==> src/rtl/multicycle_main_control.sv <==
// rtl/multicycle_main_control.sv - main control FSM for the multicycle MIPS core
//
// Decides, cycle by cycle, the ALU operation class and every datapath enable
// and mux select. Memory states wait on a ready handshake, and a bounded wait
// counter faults a stalled memory into the ILLEGAL state.
//
// Ports:
//   clk, rst_n          clock, asynchronous active-low reset
//   opcode              instr[31:26] from the IR
//   mem_ready           memory completes the current access this cycle
//   alu_op              000 add, 001 subtract, 010 R-type (use func)
//   alu_src_a/b         ALU operand selects
//   pc_source           00 ALU result, 01 ALUOut, 10 jump target
//   pc_write(_cond)     PC enables (the datapath ANDs _cond with zero)
//   i_or_d              memory address select (0 PC, 1 ALUOut)
//   mem_read/mem_write  memory strobes
//   ir_write            instruction register load
//   reg_write/reg_dst/mem_to_reg  register-file writeback controls
//   illegal_op          sticky: unknown opcode decoded
//   mem_timeout         sticky: memory wait exceeded TIMEOUT
//   state               current state, for debug
module multicycle_main_control #(
  parameter int OP_W    = 6,
  parameter int TIMEOUT = 16
) (
  input  logic            clk,
  input  logic            rst_n,
  input  logic [OP_W-1:0] opcode,
  input  logic            mem_ready,
  output logic [2:0]      alu_op,
  output logic            alu_src_a,
  output logic [1:0]      alu_src_b,
  output logic [1:0]      pc_source,
  output logic            pc_write,
  output logic            pc_write_cond,
  output logic            i_or_d,
  output logic            mem_read,
  output logic            mem_write,
  output logic            ir_write,
  output logic            reg_write,
  output logic            reg_dst,
  output logic            mem_to_reg,
  output logic            illegal_op,
  output logic            mem_timeout,
  output logic [3:0]      state
);

  typedef enum logic [3:0] {
    S_IDLE      = 4'd0,
    S_FETCH     = 4'd1,
    S_DECODE    = 4'd2,
    S_MEM_ADDR  = 4'd3,
    S_MEM_READ  = 4'd4,
    S_MEM_WB    = 4'd5,
    S_MEM_WRITE = 4'd6,
    S_EXECUTE   = 4'd7,
    S_R_WB      = 4'd8,
    S_BRANCH    = 4'd9,
    S_JUMP      = 4'd10,
    S_ADDI_EXEC = 4'd11,
    S_ADDI_WB   = 4'd12,
    S_ILLEGAL   = 4'd13
  } state_t;

  localparam logic [OP_W-1:0] OP_RTYPE = OP_W'(6'b000000);
  localparam logic [OP_W-1:0] OP_LW    = OP_W'(6'b100011);
  localparam logic [OP_W-1:0] OP_SW    = OP_W'(6'b101011);
  localparam logic [OP_W-1:0] OP_BEQ   = OP_W'(6'b000100);
  localparam logic [OP_W-1:0] OP_J     = OP_W'(6'b000010);
  localparam logic [OP_W-1:0] OP_ADDI  = OP_W'(6'b001000);

  // Counter only needs to reach TIMEOUT; with the timeout disabled it is a
  // single saturating bit that has no effect.
  localparam int CNT_W = (TIMEOUT < 1) ? 1 : $clog2(TIMEOUT + 1);
  // The fault is taken in the wait cycle that would bring the count to
  // TIMEOUT, so compare against TIMEOUT-1 before the increment.
  localparam logic [CNT_W-1:0] TO_LAST = CNT_W'(TIMEOUT - 1);

  state_t           state_q;
  state_t           state_d;
  logic [CNT_W-1:0] wait_cnt;
  logic             illegal_q;
  logic             timeout_q;
  logic             in_mem_state;
  logic             timeout_hit;

  assign in_mem_state = (state_q == S_FETCH) || (state_q == S_MEM_READ) ||
                        (state_q == S_MEM_WRITE);
  // Ready wins: a completing access never faults.
  assign timeout_hit  = (TIMEOUT != 0) && in_mem_state && !mem_ready &&
                        (wait_cnt == TO_LAST);

  // State register, wait counter and sticky flags
  always_ff @(posedge clk or negedge rst_n) begin
    if (!rst_n) begin
      state_q   <= S_IDLE;
      wait_cnt  <= '0;
      illegal_q <= 1'b0;
      timeout_q <= 1'b0;
    end else begin
      state_q <= state_d;
      // Any state change clears the count, which covers every entry into a
      // memory state.
      if (state_d != state_q) begin
        wait_cnt <= '0;
      end else if (in_mem_state && !mem_ready && (wait_cnt != '1)) begin
        wait_cnt <= wait_cnt + 1'b1;
      end
      if ((state_q == S_DECODE) && (state_d == S_ILLEGAL)) begin
        illegal_q <= 1'b1;
      end
      if (timeout_hit) begin
        timeout_q <= 1'b1;
      end
    end
  end

  // Next-state logic
  always_comb begin
    state_d = state_q;
    case (state_q)
      S_IDLE:      state_d = S_FETCH;
      S_FETCH: begin
        if (mem_ready)        state_d = S_DECODE;
        else if (timeout_hit) state_d = S_ILLEGAL;
      end
      S_DECODE: begin
        case (opcode)
          OP_RTYPE:     state_d = S_EXECUTE;
          OP_LW, OP_SW: state_d = S_MEM_ADDR;
          OP_BEQ:       state_d = S_BRANCH;
          OP_J:         state_d = S_JUMP;
          OP_ADDI:      state_d = S_ADDI_EXEC;
          default:      state_d = S_ILLEGAL;
        endcase
      end
      // Only lw and sw reach MEM_ADDR, so sw is the sole write case.
      S_MEM_ADDR:  state_d = (opcode == OP_SW) ? S_MEM_WRITE : S_MEM_READ;
      S_MEM_READ: begin
        if (mem_ready)        state_d = S_MEM_WB;
        else if (timeout_hit) state_d = S_ILLEGAL;
      end
      S_MEM_WB:    state_d = S_FETCH;
      S_MEM_WRITE: begin
        if (mem_ready)        state_d = S_FETCH;
        else if (timeout_hit) state_d = S_ILLEGAL;
      end
      S_EXECUTE:   state_d = S_R_WB;
      S_R_WB:      state_d = S_FETCH;
      S_BRANCH:    state_d = S_FETCH;
      S_JUMP:      state_d = S_FETCH;
      S_ADDI_EXEC: state_d = S_ADDI_WB;
      S_ADDI_WB:   state_d = S_FETCH;
      S_ILLEGAL:   state_d = S_ILLEGAL;
      default:     state_d = S_IDLE;
    endcase
  end

  // Output logic: Moore except the FETCH enables gated by mem_ready
  always_comb begin
    alu_op        = 3'b000;
    alu_src_a     = 1'b0;
    alu_src_b     = 2'b00;
    pc_source     = 2'b00;
    pc_write      = 1'b0;
    pc_write_cond = 1'b0;
    i_or_d        = 1'b0;
    mem_read      = 1'b0;
    mem_write     = 1'b0;
    ir_write      = 1'b0;
    reg_write     = 1'b0;
    reg_dst       = 1'b0;
    mem_to_reg    = 1'b0;
    case (state_q)
      S_FETCH: begin
        mem_read  = 1'b1;
        alu_src_b = 2'b01;
        ir_write  = mem_ready;
        pc_write  = mem_ready;
      end
      S_DECODE: begin
        alu_src_b = 2'b11;
      end
      S_MEM_ADDR: begin
        alu_src_a = 1'b1;
        alu_src_b = 2'b10;
      end
      S_MEM_READ: begin
        mem_read = 1'b1;
        i_or_d   = 1'b1;
      end
      S_MEM_WB: begin
        reg_write  = 1'b1;
        mem_to_reg = 1'b1;
      end
      S_MEM_WRITE: begin
        mem_write = 1'b1;
        i_or_d    = 1'b1;
      end
      S_EXECUTE: begin
        alu_src_a = 1'b1;
        alu_op    = 3'b010;
      end
      S_R_WB: begin
        reg_write = 1'b1;
        reg_dst   = 1'b1;
      end
      S_BRANCH: begin
        alu_src_a     = 1'b1;
        alu_op        = 3'b001;
        pc_write_cond = 1'b1;
        pc_source     = 2'b01;
      end
      S_JUMP: begin
        pc_write  = 1'b1;
        pc_source = 2'b10;
      end
      S_ADDI_EXEC: begin
        alu_src_a = 1'b1;
        alu_src_b = 2'b10;
      end
      S_ADDI_WB: begin
        reg_write = 1'b1;
      end
      default: ;
    endcase
  end

  assign illegal_op  = illegal_q;
  assign mem_timeout = timeout_q;
  assign state       = state_q;

endmodule

==> config.mk <==
export PLATFORM = sky130hd
export DESIGN_NAME = multicycle_main_control
export DESIGN_NICKNAME = d
export VERILOG_FILES = /design/src/rtl/multicycle_main_control.sv
export SDC_FILE = /design/constraint.sdc
export NUM_CORES = 1
export LEC_CHECK = 0
export ABC_AREA = 1
export CORE_UTILIZATION = 41
export CTS_CLUSTER_DIAMETER = 200
export DETAILED_ROUTE_END_ITERATION = 8
export PLACE_DENSITY_LB_ADDON = 0.25
export SKIP_CTS_REPAIR_TIMING = 1
export SYNTH_ARGS = -nofsm -noshare
export SYNTH_HDL_FRONTEND = slang
export SYNTH_SLANG_ARGS = --single-unit
==> constraint.sdc <==
create_clock -name clk -period 1.8 [get_ports clk]
set_input_delay 0.36 -clock clk [delete_from_list [all_inputs] [get_ports clk]]
set_output_delay 0.36 -clock clk [all_outputs]
set_load 0.005 [all_outputs]
== Yosys cells after proc, flatten, opt, wreduce, memory -nomap -nowiden ==
Index checks and enable logic that the tools add are counted.

* $add $sub $neg: 1
* Equal/unequal tests: 22
* Mux-type cells: 22
* Reductions and logical operators: 17

{| class="wikitable"
|+ Operator list
! cell !! number
|-
| $pmux 4 s9 || 1
|-
| $eq 4x4->1 const B || 7
|-
| $pmux 4 s5 || 1
|-
| $eq 4x3->1 const B || 4
|-
| $mux 4 || 4
|-
| $eq 6x6->1 const B || 2
|-
| $mux 5 || 2
|-
| $mux 1 || 9
|-
| $eq 4x2->1 const B || 2
|-
| $pmux 2 s2 || 2
|-
| $reduce_or 2->1 || 4
|-
| $eq 6x2->1 const B || 1
|-
| $eq 6x3->1 const B || 1
|-
| $eq 6x4->1 const B || 1
|-
| $logic_not 6->1 || 1
|-
| $pmux 2 s3 || 1
|-
| $reduce_or 6->1 || 1
|-
| $add 5x1->5 const B || 1
|-
| $eq 5x4->1 const B || 1
|-
| $ne 5x5->1 const B || 1
|-
| $eq 4x1->1 const B || 1
|-
| $logic_and 1x1->1 || 4
|-
| $logic_not 4->1 || 1
|-
| $ne 4x4->1 || 1
|-
| 7 further kinds || 8
|}

* Flip-flop bits (word level): 11
* Input bits: 9
* Output and inout port bits: 23
* Word-level logic and storage cells: 66

== Longest topological paths before layout ==
* Depth after elaboration: 10
* Gate-level depth with buffers: 14
* Depth with buffers taken out: 13

== Worst setup path after synthesis ==
No wires, ideal clock.

* Path kind: reg-to-reg
* From: register wait_cnt[0]
* To: register wait_cnt[1]
* Library setup time: 0.072 ns
* Arrival time: 1.583 ns
* Data required time: 1.728 ns
* Path slack: 0.145 ns
* Stages on the path, launching flop included: 14
* Path buffers: 0
* Clock period less this slack: 1.655 ns
* Cells stage by stage: dfrtp_1 > ha_1 > nand2_1 > nor2_1 > ha_1 > nor2_1 > nand3_1 > nand2_1 > nor2_1 > nand3_1 > nand2_1 > a21oi_2 > nand2_2 > nor2_1

* Cells in the longest elaborated chain, start to end: 7
* Elaborated cells on any way between the ends: 14
* Those cells by class: add/sub: 1; eq/ne: 3; mux: 7; reduce/logical: 3

{| class="wikitable"
|+ Ends and longest elaborated chain
! what !! RTL line !! text
|-
| from (decl) || 81 || <nowiki>logic [CNT_W-1:0] wait_cnt;</nowiki>
|-
| from (signal assigned) || 107 || <nowiki>wait_cnt <= wait_cnt + 1'b1;</nowiki>
|-
| $eq 5x4->1 || 91 || <nowiki>(wait_cnt == TO_LAST);</nowiki>
|-
| $logic_and 1x1->1 || 90 || <nowiki>assign timeout_hit = (TIMEOUT != 0) && in_mem_state && !mem_ready &&</nowiki>
|-
| $mux 4 || 125, 141, 146 ||
|-
| $mux 4 (on tied branches) || 145, 124, 140 ||
|-
| $pmux 4 s9 || 121 || <nowiki>case (state_q)</nowiki>
|-
| $ne 4x4->1 || 104 || <nowiki>if (state_d != state_q) begin</nowiki>
|-
| $mux 5 / $reduce_bool 2->1 (equally long branches) || -- ||
|}

Parallel ways exist; a longest one is shown, timed or not. The select of a mux whose other input is x is not followed.
A chain may end at the register's enable or synchronous reset.

== Worst setup path after layout ==
* From: register state_q[3], in the netlist state[3]
* To: output port mem_read

* Cells in the longest elaborated chain, start to end: 3
* Elaborated cells on any way between the ends: 4
* Those cells by class: eq/ne: 2; mux: 1; reduce/logical: 1

{| class="wikitable"
|+ Ends and longest elaborated chain
! what !! RTL line !! text
|-
| from (decl) || 79 || <nowiki>state_t state_q;</nowiki>
|-
| from (signal assigned) || 101 || <nowiki>state_q <= state_d;</nowiki>
|-
| $eq 4x1->1 / $eq 4x3->1 (equally long branches) || 174 || <nowiki>case (state_q)</nowiki>
|-
| $reduce_or 2->1 (no source line) (*) || -- ||
|-
| $mux 1 (*) || 174 ||
|-
| to (decl) || 37 || <nowiki>output logic mem_read,</nowiki>
|}

Mark *: on every way between the ends. The rest lies on a longest branch, timed or not.

==> results.cfg <==
[placed_design]
numPortBuffers = 30
gp_congestion = 0.8262
post-place-ws_ns = -0.2572
dp_hpwl_um = 2149

[die]
core_um2 = 2276
start_util = 0.4513
ios = 32
dieArea_um2 = 2710
die_w_um = 52.06
rows = 17
die_h_um = 52.06

[clock_network]
clk_pin_slew_ns = 0.07
cts.htree.levels = 1
numCtsBuffers = 3
cts_root_buf = clkbuf_4
clock_latency_ns = 0.26
cts_tree = built
clkSinkCount = 11
clockBufferDepth = 2

[route]
drt_iter0_markers = 30
num_vias = 1229
routedWlPerCell_um = 11.22
dr.pass1.iters = 4
route.detailed.drc = 0
ant_nets = 0
wl_um = 2827
post_drt_via_cell_ratio = 4.877

[logic_synthesis]
synth_edf_count = 0
synth_common_cells = nand2_1 (45), inv_1 (26), nor2_1 (25), nand3_1 (13), dfrtp_1 (11)
synth-main-ff-cell = dfrtp_1
synthCells = 166
synth_most_common_cell = nand2_1
synthArstFlopShare = 1.000
ys_types = 24
synth-seq-cells = 11
synth_top_area_share = 0.2680
ys.warnings.count = 0
yosysTopAreaCell = dfrtp_1
synth.avg_cell_area_um2 = 6.188
synthesis.nets = 178
yosysSeqAreaShare = 0.2680
netlist_area_um2 = 1027
synthTopCellsByArea = dfrtp_1 (27%), nand2_1 (16%), inv_1 (9.5%), nor2_1 (9.1%), nand3_1 (6.3%)

[sta]
setup_ws_ns = -0.2382
period_share = 1.132
rsz0062_at_grt = yes
finalSetupViolations = 14
slew_viol_final = 0
finalClockSkew_ns = 0.0005957
hold_viol_final = 0
timing.fmax_mhz = 490.6
period_needed_ns = 2.038

[worst_setup_path]
cp-start-kind = register
critical_path.top_delay_family = buffers and inverters
max_stage_delay_ns = 0.49
crit_fanout = 5
rr_worst_depth = 13
path_cells = buf_4, nor2_4, nand2_1, nand2_1, clkdlybuf4s50_1
crit_required_ns = 1.44
reg2reg_from = state[3]
cp.arrival_ns = 1.68
cp_num_buf_inv = 2
r2r_slack_ns = -0.13
end_kind = output pin
crit_top_cell = nand2_1
critPathKind = reg -> out
cp_slowest_cell = clkdlybuf4s50_1
reg2reg_to = wait_cnt[3]

[global_routing]
grt_use_total = 0.2214
overflow = 0
grt_pass1_vias = 1110
grt_pass1_wl_um = 4533
grt_max_degree = 12
grt_antenna_before_repair = 0

[power]
switching_share = 0.4446
seqPwrFrac = 0.165
internal_power_mw = 1.367
combPwrFrac = 0.769
power_switching_mw = 1.094
power_mw = 2.461
power_frac_clock = 0.065
power.leakage_nw = 1.027
ir_worst_vdd_mv = 1.038
power_density_nw_per_um2 = 1475

[run_status]
violations = setup timing
status = finished with violations

[cells_and_area]
diodes = 0
area_growth_pct = 62.48
fin_nets = 237
drive_above_1_share = 0.3438

[worst_hold_path]
worstHoldPathType = in -> async

[job]
drv_cap = 0
-- registers in the layout (all words and copies together), names as in the netlist --
| signal | flops |
|---|---|
| wait_cnt | 5 |
| state | 4 |
| illegal_op | 1 |
| mem_timeout | 1 |
-- layer usage --
layer | vias up | GRT usage | share of wire | routed length, um
li1 | 623 | - | - | -
met1 | 565 | 0.2917 | 0.44 | 1250
met2 | 39 | 0.3846 | 0.50 | 1421
met3 | 2 | 0.008772 | 0.052 | 148
met4 | 0 | 0.07207 | 0.0028 | 8
met5 | - | 0 | 0 | 0
-- metrics by stage --
step | instances | hold WS [ns] | area, um2 | setup TNS, ns | utilization
after floorplan | 166 | 0.06441 | 1027 | 0 | -
after global placement | 244 | 0.4402 | 1509 | -1.310 | 0.6630
after detailed placement | 244 | 0.4475 | 1509 | -1.631 | 0.6630
after CTS | 248 | 0.4270 | 1536 | -4.676 | 0.6751
after global routing | 252 | 0.4560 | 1669 | -3.629 | 0.7334
final | 252 | 0.4246 | 1669 | -2.207 | 0.7334
-- how the worst max path moves through the flow --
| stage | startpoint | to | slack [ns] | depth (start not counted) |
|---|---|---|---|---|
| 6_report | state[3] | mem_read | -0.24 | 5 |
| 5_1_grt | state[3] | pc_write_cond | -0.34 | 5 |
| 4_1_cts | state[2] | alu_src_a | -0.38 | 5 |
| 3_5_place_dp | mem_ready | pc_write | -0.26 | 6 |
| 3_3_place_gp | mem_ready | pc_write | -0.20 | 6 |
| 2_1_floorplan | wait_cnt[0] | wait_cnt[1] | 0.15 | 13 |
-- area by class of cell --
type | instances | area (um2)
Multi-Input combinational cell | 121 | 676.9
Tap cell | 28 | 35.03
Timing Repair Buffer | 59 | 541.8
Clock buffer | 3 | 22.52
Fill cell | 177 | 606.8
Sequential cell | 11 | 279.0
Clock inverter | 1 | 5.005
Inverter | 29 | 108.9
-- layout by cell type, fill, tap and decap left out, types with 2 or more instances in the layout --
master / instances
clkbuf_4: 3
nand2_1: 38
clkdlybuf4s50_1: 22
a21oi_1: 2
nor2_4: 7
buf_4: 28
nand2_2: 12
nand3_1: 13
nor2_1: 17
dfrtp_2: 3
nor2_2: 11
dlymetal6s2s_1: 8
nand2_4: 2
a21oi_2: 2
o21ai_0: 3
xor2_1: 2
dfrtp_1: 8
nand4_1: 2
inv_1: 24
ha_1: 2
inv_2: 5
-- cells by family after synthesis --
kind of cell    after synthesis  share of synthesized area
simple gates                104                     0.4604
buf+inv                      34                     0.1462
flops                        11                     0.2680
compound gates               10                    0.05969
xor+xnor                      3                    0.02558
fa+ha+maj                     3                    0.03654
other cells                   1                   0.003651
-- power by group through the flow --
stage	Sequential, mW	Combinational [mW]	Clock (mW)
finish	0.406	1.89	0.161
floorplan	0.384	0.855	0
CTS	0.392	1.72	0.168
global route	0.415	2.07	0.176
global placement	0.393	1.68	0
detailed placement	0.396	1.71	0
(Power assumes the default switching activity.)
